[src/rtl/quadra_arg_gen.sv]
// quadra_arg_gen: argument sequencer for the quadra polynomial evaluator.
// Turns one sweep command (start, step, count) into a stream of x arguments,
// one per cycle, with valid/ready backpressure, abort and done reporting.
// Optional feature: define QUADRA_ARG_GEN_SAT_EN to clamp x at 2^XW-1 on
// overflow and raise the sticky sat flag; otherwise x wraps and sat is 0.
module quadra_arg_gen #(
    parameter int XW = 24,
    parameter int CW = 16
) (
    input  logic          clk,
    input  logic          rst,
    input  logic          cmd_valid,
    output logic          cmd_ready,
    input  logic [XW-1:0] cmd_start,
    input  logic [XW-1:0] cmd_step,
    input  logic [CW-1:0] cmd_count,
    input  logic          abort,
    output logic          x_valid,
    input  logic          x_ready,
    output logic [XW-1:0] x,
    output logic          x_last,
    output logic          busy,
    output logic          done,
    output logic [CW-1:0] beats,
    output logic          sat
);

    typedef enum logic {
        IDLE = 1'b0,
        RUN  = 1'b1
    } state_t;

    state_t        state_q, state_d;
    logic [XW-1:0] x_q, x_d;
    logic [XW-1:0] step_q, step_d;
    logic [CW-1:0] remaining_q, remaining_d;
    logic [CW-1:0] beats_q, beats_d;
    logic          last_q, last_d;
    logic          done_q, done_d;
    logic          beat;

`ifdef QUADRA_ARG_GEN_SAT_EN
    logic          sat_q, sat_d;
    logic [XW:0]   sum;
`endif

    // Next-state logic: command acceptance, per-beat advance, last-beat and abort termination
    always_comb begin
        state_d     = state_q;
        x_d         = x_q;
        step_d      = step_q;
        remaining_d = remaining_q;
        beats_d     = beats_q;
        last_d      = last_q;
        done_d      = 1'b0;
        beat        = (state_q == RUN) && x_ready;
`ifdef QUADRA_ARG_GEN_SAT_EN
        sat_d       = sat_q;
        sum         = {1'b0, x_q} + {1'b0, step_q};
`endif

        case (state_q)
            IDLE: begin
                if (cmd_valid) begin
                    beats_d = '0;
`ifdef QUADRA_ARG_GEN_SAT_EN
                    sat_d   = 1'b0;
`endif
                    if (cmd_count != '0) begin
                        state_d     = RUN;
                        x_d         = cmd_start;
                        step_d      = cmd_step;
                        remaining_d = cmd_count;
                        last_d      = (cmd_count == CW'(1));
                    end else begin
                        // Empty sweep: report completion without ever presenting x
                        done_d = 1'b1;
                    end
                end
            end

            RUN: begin
                if (beat) begin
                    beats_d     = beats_q + CW'(1);
                    remaining_d = remaining_q - CW'(1);
                    last_d      = (remaining_q == CW'(2));
`ifdef QUADRA_ARG_GEN_SAT_EN
                    // Only an x that will actually be presented may clamp and flag sat
                    if ((sum[XW] || sat_q) && !last_q) begin
                        x_d   = '1;
                        sat_d = 1'b1;
                    end else begin
                        x_d = sum[XW-1:0];
                    end
`else
                    // Carry is discarded: x wraps modulo 2^XW
                    x_d = x_q + step_q;
`endif
                    if (last_q) begin
                        state_d = IDLE;
                        done_d  = 1'b1;
                    end
                end
                // A beat coincident with abort has already been counted above
                if (abort) begin
                    state_d = IDLE;
                    done_d  = 1'b1;
                end
            end

            default: state_d = IDLE;
        endcase
    end

    // State and datapath registers with asynchronous reset that discards any sweep
    always_ff @(posedge clk or posedge rst) begin
        if (rst) begin
            state_q     <= IDLE;
            x_q         <= '0;
            step_q      <= '0;
            remaining_q <= '0;
            beats_q     <= '0;
            last_q      <= 1'b0;
            done_q      <= 1'b0;
        end else begin
            state_q     <= state_d;
            x_q         <= x_d;
            step_q      <= step_d;
            remaining_q <= remaining_d;
            beats_q     <= beats_d;
            last_q      <= last_d;
            done_q      <= done_d;
        end
    end

`ifdef QUADRA_ARG_GEN_SAT_EN
    // Sticky saturation flag, cleared on reset or on the next accepted command
    always_ff @(posedge clk or posedge rst) begin
        if (rst) begin
            sat_q <= 1'b0;
        end else begin
            sat_q <= sat_d;
        end
    end

    assign sat = sat_q;
`else
    assign sat = 1'b0;
`endif

    assign cmd_ready = (state_q == IDLE);
    assign x_valid   = (state_q == RUN);
    assign busy      = (state_q == RUN);
    assign x         = x_q;
    assign x_last    = last_q && (state_q == RUN);
    assign done      = done_q;
    assign beats     = beats_q;

endmodule

[config.mk]
export PLATFORM = sky130hd
export DESIGN_NAME = quadra_arg_gen
export DESIGN_NICKNAME = d
export VERILOG_FILES = /design/src/rtl/quadra_arg_gen.sv
export SDC_FILE = /design/constraint.sdc
export NUM_CORES = 1
export LEC_CHECK = 0
export CAP_MARGIN = 20
export CORE_MARGIN = 2
export CORE_UTILIZATION = 46
export CTS_BUF_LIST = sky130_fd_sc_hd__clkbuf_4 sky130_fd_sc_hd__clkbuf_8
export CTS_CLUSTER_SIZE = 20
export DETAILED_ROUTE_END_ITERATION = 8
export GPL_TIMING_DRIVEN = 0
export PLACE_DENSITY_LB_ADDON = 0.15
export SYNTH_ARGS = -nofsm -noshare
export SYNTH_HDL_FRONTEND = slang
export SYNTH_SLANG_ARGS = --single-unit
[constraint.sdc]
create_clock -name clk -period 2.5 [get_ports clk]
set_input_delay 0.375 -clock clk [delete_from_list [all_inputs] [get_ports clk]]
set_output_delay 0.375 -clock clk [all_outputs]
set_load 0.1 [all_outputs]
==> reports/results.tsv, run 1 <==
stage	metric	value	unit
routing	via count	5250	
logic_synthesis	sequential element share of the synthesized area	39.3	%
logic_synthesis	most frequent cells after synthesis	nand2_1 (127), dfrtp_1 (83), nor2_1 (61)	
pwr	Peak supply drop	1060	uV
global_route	met1 global-route usage	34.0	%
sta	Max Fclk	393	MHz
worst_setup_path	type of origin of the critical path	flip-flop	
min_path	Hold Path Class	in -> async	
global_route	most crowded layer after global routing	met2	
cts	Clk Latency, worst-skew pair	380	ps
global_route	met3 Use GR	4.10	%
finish	# diodes	0	
global_route	gr usage total	26.0	%
finish	synthesis-to-layout area growth	35.5	%
cts	CTS sink cnt	83	
logic_synthesis	Cells after Synth	633	
die	# rows	39	
global_route	vias in the first global route	5185	
cts	CTS buffer count	9	
placed_design	DP HPWL	11900	microns
finish	Final nets	867	
worst_setup_path	CP max stage cell	dfrtp_4	
cts	H-tree lvl count	3	
worst_setup_path	critical path data arrival time	2820	ps
logic_synthesis	register bit total from synthesis	83	
cts	hold buffer count at cts	0	
routing	drt total wl	15900	microns
pwr	Power Density	1300	mW/mm^2
global_route	global-route wire length before repair	26000	microns
routing	vias per cell	5.71	
worst_setup_path	CP peak stage delay	490	ps
placed_design	RePlAce Congestion	0.913	
sta	final worst setup slack	-45.7	ps
sta	RSZ-0062 raised after global routing	true	
sta	setup violators final	2	
sta	final worst-path cycle share	102	%
global_route	grt ovf	0	
logic_synthesis	Synth cell types	62	
status	run status	finished with violations	
logic_synthesis	synthesized area	0.00528	sq mm
routing	Post-DRT Antenna Nets	0	
die	I/O pins	115	
routing	# DRC	0	
finish	proportion of layout cells with a drive suffix above 1	13.7	%
sta	Final Hold Fails	0	
worst_setup_path	CP Cell Sequence	ha_4, inv_2, fa_2, nor2b_4, o2111ai_4, a21oi_4, a311oi_4, o21ai_2, or4_1, and3_1	
cts	clock root cell	clkbuf_8	
sta	worst-margin pin slew	980	ps
cts	Worst-path clk slew	90	ps
sta	Slew Viols, Final	0	
worst_setup_path	critical setup path kind	reg -> reg	
global_route	pin count of the biggest net entering global routing	37	
cts	clock buffer depth	2	
routing	drt first pass iters	5	
sta	clk_skew	11.9	ps
sta	Hold Slack	325	ps
logic_synthesis	EDFF count, synth	0	
worst_setup_path	CP Capture Type	flip-flop	
routing	Iteration-0 DRC Markers	390	
die	Starting Density	46.6	%
sta	min Tclk post-route	2550	ps
die	die outline height	111	microns
sta	worst rel slew slack	34.5	%
placed_design	# port buffers	112	
placed_design	placed cell count	890	
cts	CTS tree	built	
pwr	P_leak	3.01	nW
status	violated checks	negative setup slack	
logic_synthesis	Primary FF master, synth	dfrtp_1	
die	Core ar.	0.0113	sq mm
logic_synthesis	most numerous cell in the Yosys netlist	nand2_1	
die	Total Die Area	0.0124	sq mm
logic_synthesis	Synth area leader	dfrtp_1	
worst_setup_path	CP Data Required Time	2770	ps
worst_setup_path	Worst Path Max Fanout	4	
logic_synthesis	Synth warnings	0	
logic_synthesis	area share of the largest cell type after synthesis	39.3	%
logic_synthesis	synth top area cells	dfrtp_1 (39%), nand2_1 (9.0%), ha_1 (6.2%)	
global_route	antenna violations before repair	0	
run	Max Cap Viol	0	
finish	final std cells w/o fill	919	
logic_synthesis	asr flop ratio synth	100	%
die	Die W	111	microns
routing	Avg WL per Cell	17.3	microns
logic_synthesis	Syn Area/Cell	8.34	sq um
global_route	M2 GR Usage	44.9	%
logic_synthesis	Syn Nets	729	
-- layout make-up --
| class | instances | area (sq um) |
|---|---|---|
| Clock inverter | 4 | 47.5 |
| Clock buffer | 12 | 165 |
| Timing Repair Buffer | 129 | 1270 |
| Inverter | 10 | 41.3 |
| Fill cell | 1032 | 4170 |
| Tap cell | 143 | 179 |
| Sequential cell | 83 | 2110 |
| Buffer | 32 | 201 |
| Multi-Input combinational cell | 506 | 3140 |
-- kinds of logic (layout without fill, tap and decap cells) --
group	Yosys count	after routing	share of synthesized area (%)
adder cells (fa/ha/maj)	27	27	6.54
buffers and inverters	44	187	4.45
multiplexers	16	16	3.03
AND/OR/NAND/NOR	284	284	24.3
XOR/XNOR	20	20	3.32
AO/OA/AOI/OAI	158	158	18.9
flip-flops	83	83	39.3
other	1	1	0.0710
-- placed cells by master, fill, tap and decap left out, types with 16 or more instances in the layout --
| cell type | instances |
|---|---|
| nand2_1 | 127 |
| clkdlybuf4s50_1 | 110 |
| dfrtp_1 | 65 |
| nor2_1 | 61 |
| a21oi_1 | 56 |
| o21ai_0 | 39 |
| nand3_1 | 26 |
| ha_1 | 20 |
| buf_4 | 18 |
| mux2i_1 | 16 |
-- routing by layer --
layer	vias to the layer above	share of wire, %
li1	2521	-
met1	2563	45
met3	16	4.9
met5	-	0
met4	0	1.3
met2	150	48
-- worst paths after layout --
check / startpoint / end / slack (ps) / depth (start not counted)
max: x[0] / x[18] / -50 / 10
min: rst / remaining_q[8] / 330 / 2
max reg2reg: x[0] / x[18] / -50 / 10
min reg2reg: step_q[5] / step_q[5] / 490 / 2
max in group asynchronous: rst / x[12] / 1630 / 3
min in group clk: x_ready / busy / 360 / 4
-- state kept, by name, summed over array words and instances, names as in the netlist --
signal and count:
x 24, done 1, step_q 24, remaining_q 16, beats 16, last_q 1, busy 1
-- stage by stage --
stage	instance area [sq um]	power [mW]	setup WS, ps	utilization [%]	TNS [ps]
6_report	7150	9.32	-45.7	63.2	-54.6
5_1_grt	7150	9.88	-135	63.2	-317
4_1_cts	7070	9.14	-71.5	62.5	-71.5
3_5_place_dp	6690	7.82	-907	59.1	-30170
3_3_place_gp	6650	7.70	-866	58.7	-27020
2_1_floorplan	5350	6.43	-113	-	-256
-- critical path: cells and delay by family (launching register included) --
family	cells	cell delay, ps
buffers and inverters	1	50
adder cells (fa/ha/maj)	2	400
flip-flops	1	490
AND/OR/NAND/NOR	3	670
AO/OA/AOI/OAI	4	840
-- power by group --
part           internal (mW)  switching (mW)
clock network          0.540           0.517
registers               1.81           0.462
logic                   2.08            3.91
-- timing repair --
action,in CTS,in global routing
hold endpoints to repair,0,0
setup endpoints to repair,52,45
resized for setup,26,18
pin swaps,11,7
buffers inserted,10,5
No activity file was read; power rests on OpenSTA's default activity.
==> run 2: changes to the inputs <==
==> constraint.sdc (replaced) <==
create_clock -name clk -period 2.5 [get_ports clk]
set_input_delay 0.625 -clock clk [delete_from_list [all_inputs] [get_ports clk]]
set_output_delay 0.625 -clock clk [all_outputs]
set_load 0.1 [all_outputs]
==> reports/results.tsv, run 2 (synthesis results as in run 1) <==
stage	metric	value	unit	change
worst_setup_path	CP peak stage delay	490	ps	about the same
cts	clock buffer depth	2		unchanged
die	I/O pins	115		unchanged
cts	clock root cell	clkbuf_8		
finish	# diodes	0		unchanged
worst_setup_path	critical setup path kind	reg -> reg		
cts	CTS buffer count	9		unchanged
global_route	pin count of the biggest net entering global routing	41		+11%
routing	vias per cell	5.74		+0.49%
global_route	vias in the first global route	5133		-1.0%
sta	final worst-path cycle share	102	%	about the same
routing	Avg WL per Cell	17.5	microns	+0.94%
finish	final std cells w/o fill	922		+0.33%
min_path	Hold Path Depth	2		
worst_setup_path	CP Capture Type	flip-flop		
sta	worst rel slew slack	35.2	%	+0.70 points
cts	CTS sink cnt	83		unchanged
placed_design	# port buffers	112		unchanged
sta	Final Hold Fails	0		unchanged
global_route	antenna violations before repair	0		unchanged
cts	CTS tree	built		
status	run status	finished with violations		
finish	synthesis-to-layout area growth	35.5	%	about the same
worst_setup_path	CP top delay family	compound AO/OA/AOI/OAI gates		
die	Starting Density	46.6	%	unchanged
finish	fin util	63.2	%	about the same
placed_design	RePlAce Congestion	0.897		-1.8%
sta	min Tclk post-route	2550	ps	-0.277 ps
worst_setup_path	CP max stage cell	dfrtp_4		
sta	setup violators final	2		unchanged
die	Core ar.	0.0113	sq mm	unchanged
placed_design	dpl ws	-1160	ps	-248 ps
cts	Clk Latency, worst-skew pair	380	ps	about the same
routing	via count	5293		+0.82%
finish	Final nets	870		+0.35%
routing	drt first pass iters	5		unchanged
sta	final worst setup slack	-45.4	ps	+0.277 ps
finish	commonest non-fill, non-tap cells in the layout	nand2_1 (126), clkdlybuf4s50_1 (68), dfrtp_1 (63)		
sta	worst-margin pin slew	976	ps	-3.54 ps
status	violated checks	negative setup slack		
run	Max Cap Viol	0		unchanged
die	Total Die Area	0.0124	sq mm	unchanged
sta	Hold Slack	485	ps	+160 ps
pwr	Power Density	1280	mW/mm^2	-1.8%
worst_setup_path	Worst Path Max Fanout	4		unchanged
die	die outline height	111	microns	unchanged
placed_design	placed cell count	890		unchanged
worst_setup_path	Buf/Inv on CP	1		unchanged
worst_setup_path	type of origin of the critical path	flip-flop		
global_route	met1 global-route usage	33.1	%	-0.97 points
finish	commonest non-fill, non-tap cell in the layout	nand2_1		
worst_setup_path	CP Data Required Time	2770	ps	about the same
die	# rows	39		unchanged
global_route	global-route wire length before repair	25600	microns	-1.5%
global_route	M2 GR Usage	44.2	%	-0.78 points
worst_setup_path	Reg2Reg Depth	10		unchanged
global_route	gr usage total	25.9	%	-0.13 points
worst_setup_path	critical path data arrival time	2820	ps	about the same
routing	Iteration-0 DRC Markers	318		-18%
pwr	Peak supply drop	862	uV	-19%
worst_setup_path	critical path depth	10		unchanged
cts	hold buffer count at cts	0		unchanged
finish	proportion of layout cells with a drive suffix above 1	15.5	%	+1.9 points
global_route	met3 Use GR	4.32	%	+0.22 points
routing	Post-DRT Antenna Nets	0		unchanged
sta	Slew Viols, Final	0		unchanged
global_route	grt ovf	0		unchanged
routing	drt total wl	16100	microns	+1.3%
global_route	most crowded layer after global routing	met2		
routing	# DRC	0		unchanged
sta	setup tns final	-68.6	ps	-14.0 ps
cts	H-tree lvl count	3		unchanged
cts	Worst-path clk slew	80	ps	about the same
sta	Max Fclk	393	MHz	about the same
sta	RSZ-0062 raised after global routing	true		
placed_design	DP HPWL	11700	microns	-1.7%
finish	# fillers	1034		+0.19%
pwr	P_leak	3.16	nW	+5.1%
die	Die W	111	microns	unchanged
worst_setup_path	CP Cell Sequence	ha_4, inv_2, fa_2, nor2b_4, o2111ai_2, a21oi_2, a311oi_4, o21ai_2, or4_1, and3_1		
min_path	Hold Path Class	reg -> reg		
sta	clk_skew	8.29	ps	-3.60 ps
run 2: changes by cell type in the layout (fill, tap and decap cells not counted), sizes merged:
| cell | previous run | this run |
|---|---|---|
| clkbuf | 37 | 34 |
| dlygate4sd2 | 0 | 42 |
| clkinvlp | 2 | 1 |
| clkdlybuf4s50 | 110 | 68 |
| bufinv | 1 | 0 |
| buf | 24 | 33 |
| clkdlybuf4s15 | 1 | 0 |
run 2: where the power goes:
part	leakage (nW)	internal, mW	total [mW]	switching [mW]
Sequential	1.00	1.82	2.26	0.444
Clock	0.103	0.462	0.957	0.495
Combinational	2.06	1.99	5.94	3.95
run 2: final timing paths:
path | startpoint | to | slack [ps]
worst max-delay path | x[0] | x[18] | -50
worst min-delay path | step_q[9] | step_q[9] | 480
min in group asynchronous | rst | remaining_q[10] | 490
max in group asynchronous | rst | x[10] | 1540
worst min register to register | step_q[9] | step_q[9] | 480
worst max register to register | x[0] | x[18] | -50
run 2: tightest hold or removal path: stages, from the launching register on:
cell	delay, ps
dfrtp_1	350
nand2_1	50
nand2_1	50
run 2: metal layers:
| layer | routed length, microns | vias to the layer above |
|---|---|---|
| met5 | 0 | - |
| met4 | 341 | 0 |
| met3 | 948 | 21 |
| met2 | 7850 | 175 |
| met1 | 7000 | 2578 |
| li1 | - | 2519 |
run 2: area by class of cell:
type	count	area, sq um	area share, %
buffer	32	224	3.13
clock buffer	14	180	2.52
clock inverter	2	10.0	0.140
inverter	10	41.3	0.577
multi-input combinational	506	3170	44.3
sequential	83	2120	29.6
tap	143	179	2.50
timing repair buffer	132	1240	17.3
run 2: repair_timing:
| action | CTS | global route |
|---|---|---|
| hold endpoints to repair | 0 | 0 |
| setup buffers | 9 | 9 |
| endpoints found under the setup margin | 109 | 63 |
| pin swaps | 13 | 13 |
| cloned | 0 | 0 |
| resized for setup | 77 | 36 |
run 2: through the flow:
step                cell area [sq um]  power (mW)
floorplan                        5350        6.43
global placement                 6650        7.70
detailed placement               6690        7.79
CTS                              6990        8.85
global route                     7150        9.69
finish                           7150        9.15
==> run 3: changes to the inputs <==
Settings changed: GPL_TIMING_DRIVEN 0 to unset, RECOVER_POWER set to 100.
==> reports/results.tsv, run 3 (synthesis results as in run 1) <==
stage	metric	value	unit	change
finish	# diodes	0		unchanged
routing	Avg WL per Cell	16.4	microns	-6.5%
routing	drt first pass iters	5		unchanged
sta	final worst setup slack	-57.9	ps	-12.5 ps
routing	Post-DRT Antenna Nets	0		unchanged
cts	CTS sink cnt	83		unchanged
routing	drt total wl	15300	microns	-5.0%
placed_design	placed cell count	911		+2.4%
cts	clock root cell	clkbuf_8		
sta	Final Hold Fails	0		unchanged
placed_design	# port buffers	113		+0.89%
sta	RSZ-0062 raised after global routing	true		
pwr	P_leak	3.19	nW	+0.75%
global_route	pin count of the biggest net entering global routing	84		+100%
worst_setup_path	type of origin of the critical path	flip-flop		
status	violated checks	negative setup slack		
finish	commonest non-fill, non-tap cell in the layout	nand2_1		
cts	hold buffer count at cts	0		unchanged
status	run status	finished with violations		
pwr	total power	9.23	mW	+0.77%
pwr	Peak supply drop	899	uV	+4.3%
sta	Slew Viols, Final	0		unchanged
min_path	Hold Path Class	reg -> reg		
sta	final worst-path cycle share	102	%	+0.50 points
die	# rows	39		unchanged
die	Starting Density	46.6	%	unchanged
run	Max Cap Viol	0		unchanged
global_route	antenna violations before repair	0		unchanged
global_route	grt ovf	0		unchanged
routing	via count	5200		-1.8%
worst_setup_path	critical path data arrival time	2810	ps	about the same
cts	clock buffer depth	2		unchanged
die	I/O pins	115		unchanged
die	Total Die Area	0.0124	sq mm	unchanged
finish	commonest non-fill, non-tap cells in the layout	nand2_1 (127), clkdlybuf4s50_1 (66), dfrtp_1 (64)		
cts	H-tree lvl count	3		unchanged
cts	CTS tree	built		
sta	Hold Slack	487	ps	+2.09 ps
sta	min Tclk post-route	2560	ps	+12.5 ps
finish	Final nets	884		+1.6%
routing	# DRC	0		unchanged
die	die outline height	111	microns	unchanged
cts	CTS buffer count	9		unchanged
cts	Clk Latency, worst-skew pair	370	ps	about the same
finish	synthesis-to-layout area growth	34.6	%	
pwr	Power Density	1300	mW/mm^2	+1.4%
placed_design	RePlAce Congestion	0.894		-0.38%
global_route	global-route wire length before repair	25200	microns	-1.3%
die	Core ar.	0.0113	sq mm	unchanged
sta	clk_skew	9.84	ps	+1.55 ps
cts	Worst-path clk slew	90	ps	about the same
worst_setup_path	Worst Path Max Fanout	4		unchanged
worst_setup_path	CP Data Required Time	2750	ps	-20 ps
routing	vias per cell	5.56		-3.2%
die	Die W	111	microns	unchanged
sta	worst rel slew slack	21.7	%	-13 points
sta	Max Fclk	391	MHz	-0.49%
sta	setup tns final	-106	ps	-37.7 ps
routing	Iteration-0 DRC Markers	333		+4.7%
finish	final std cells w/o fill	936		+1.5%
global_route	gr usage total	24.9	%	-0.98 points
placed_design	DP HPWL	11000	microns	-6.0%
global_route	vias in the first global route	5164		+0.60%
worst_setup_path	CP Capture Type	flip-flop		
finish	proportion of layout cells with a drive suffix above 1	22.4	%	+6.9 points
worst_setup_path	critical setup path kind	reg -> reg		
sta	setup violators final	2		unchanged
sta	worst-margin pin slew	1170	ps	+198 ps
[run 3: cell count changes in the layout (fill, tap and decap cells not counted), sizes merged]
cell / before / now
clkinv: 3 / 2
clkdlybuf4s50: 68 / 66
dlygate4sd2: 42 / 0
clkdlybuf4s18: 1 / 0
buf: 33 / 62
dlygate4sd3: 0 / 2
clkbuf: 34 / 63
[run 3: final timing paths]
kind,startpoint,end,slack [ps],cells past startpoint
max reg2reg,x[0],x[20],-60,11
max,x[0],x[20],-60,11
min,step_q[11],step_q[11],490,2
min reg2reg,step_q[11],step_q[11],490,2
min in group asynchronous,rst,remaining_q[10],1160,3
max in group asynchronous,rst,x[10],470,3
[run 3: final cells by class]
type / instances / area (sq um)
inverter: 10 / 41.3
tap: 143 / 179
clock inverter: 1 / 5.00
sequential: 83 / 2120
clock buffer: 15 / 169
fill: 1015 / 4210
multi-input combinational: 506 / 3130
timing repair buffer: 178 / 1470
[run 3: report_power, final]
part           switching (mW)  internal (mW)  total [mW]
clock                   0.507          0.429       0.936
sequential              0.446           1.81        2.26
combinational            3.92           2.10        6.03
total                    4.88           4.35        9.23
[run 3: repair_timing]
item,CTS,global route
setup endpoints to repair,9,32
pin swaps,7,15
gates resized for setup,8,19
buffers inserted,3,6
[run 3: critical path, cell delays in order, from the launching register on]
cell and delay (ps):
dfrtp_4 430, ha_4 150, inv_2 40, fa_2 410, nor2b_4 160, o2111ai_4 140, a21oi_4 210, a311oi_4 160
buf_4 170, o41ai_4 220, mux2i_1 120, a211o_1 230
[run 3: layer usage]
layer	up-vias	GRT usage, %	share of wire (%)
li1	2548	-	-
met1	2469	33.6	45
met2	165	41.4	47
met3	18	3.55	5.3
met4	0	8.48	2.0
met5	-	0	0
[run 3: through the flow]
stage	area (sq um)	worst slack (ps)	util (%)
floorplan	5350	-255	-
CTS	7090	-2.45	62.7
global route	7110	-188	62.8
global placement	6850	-368	60.5
detailed placement	6850	-390	60.5
finish	7110	-57.9	62.8
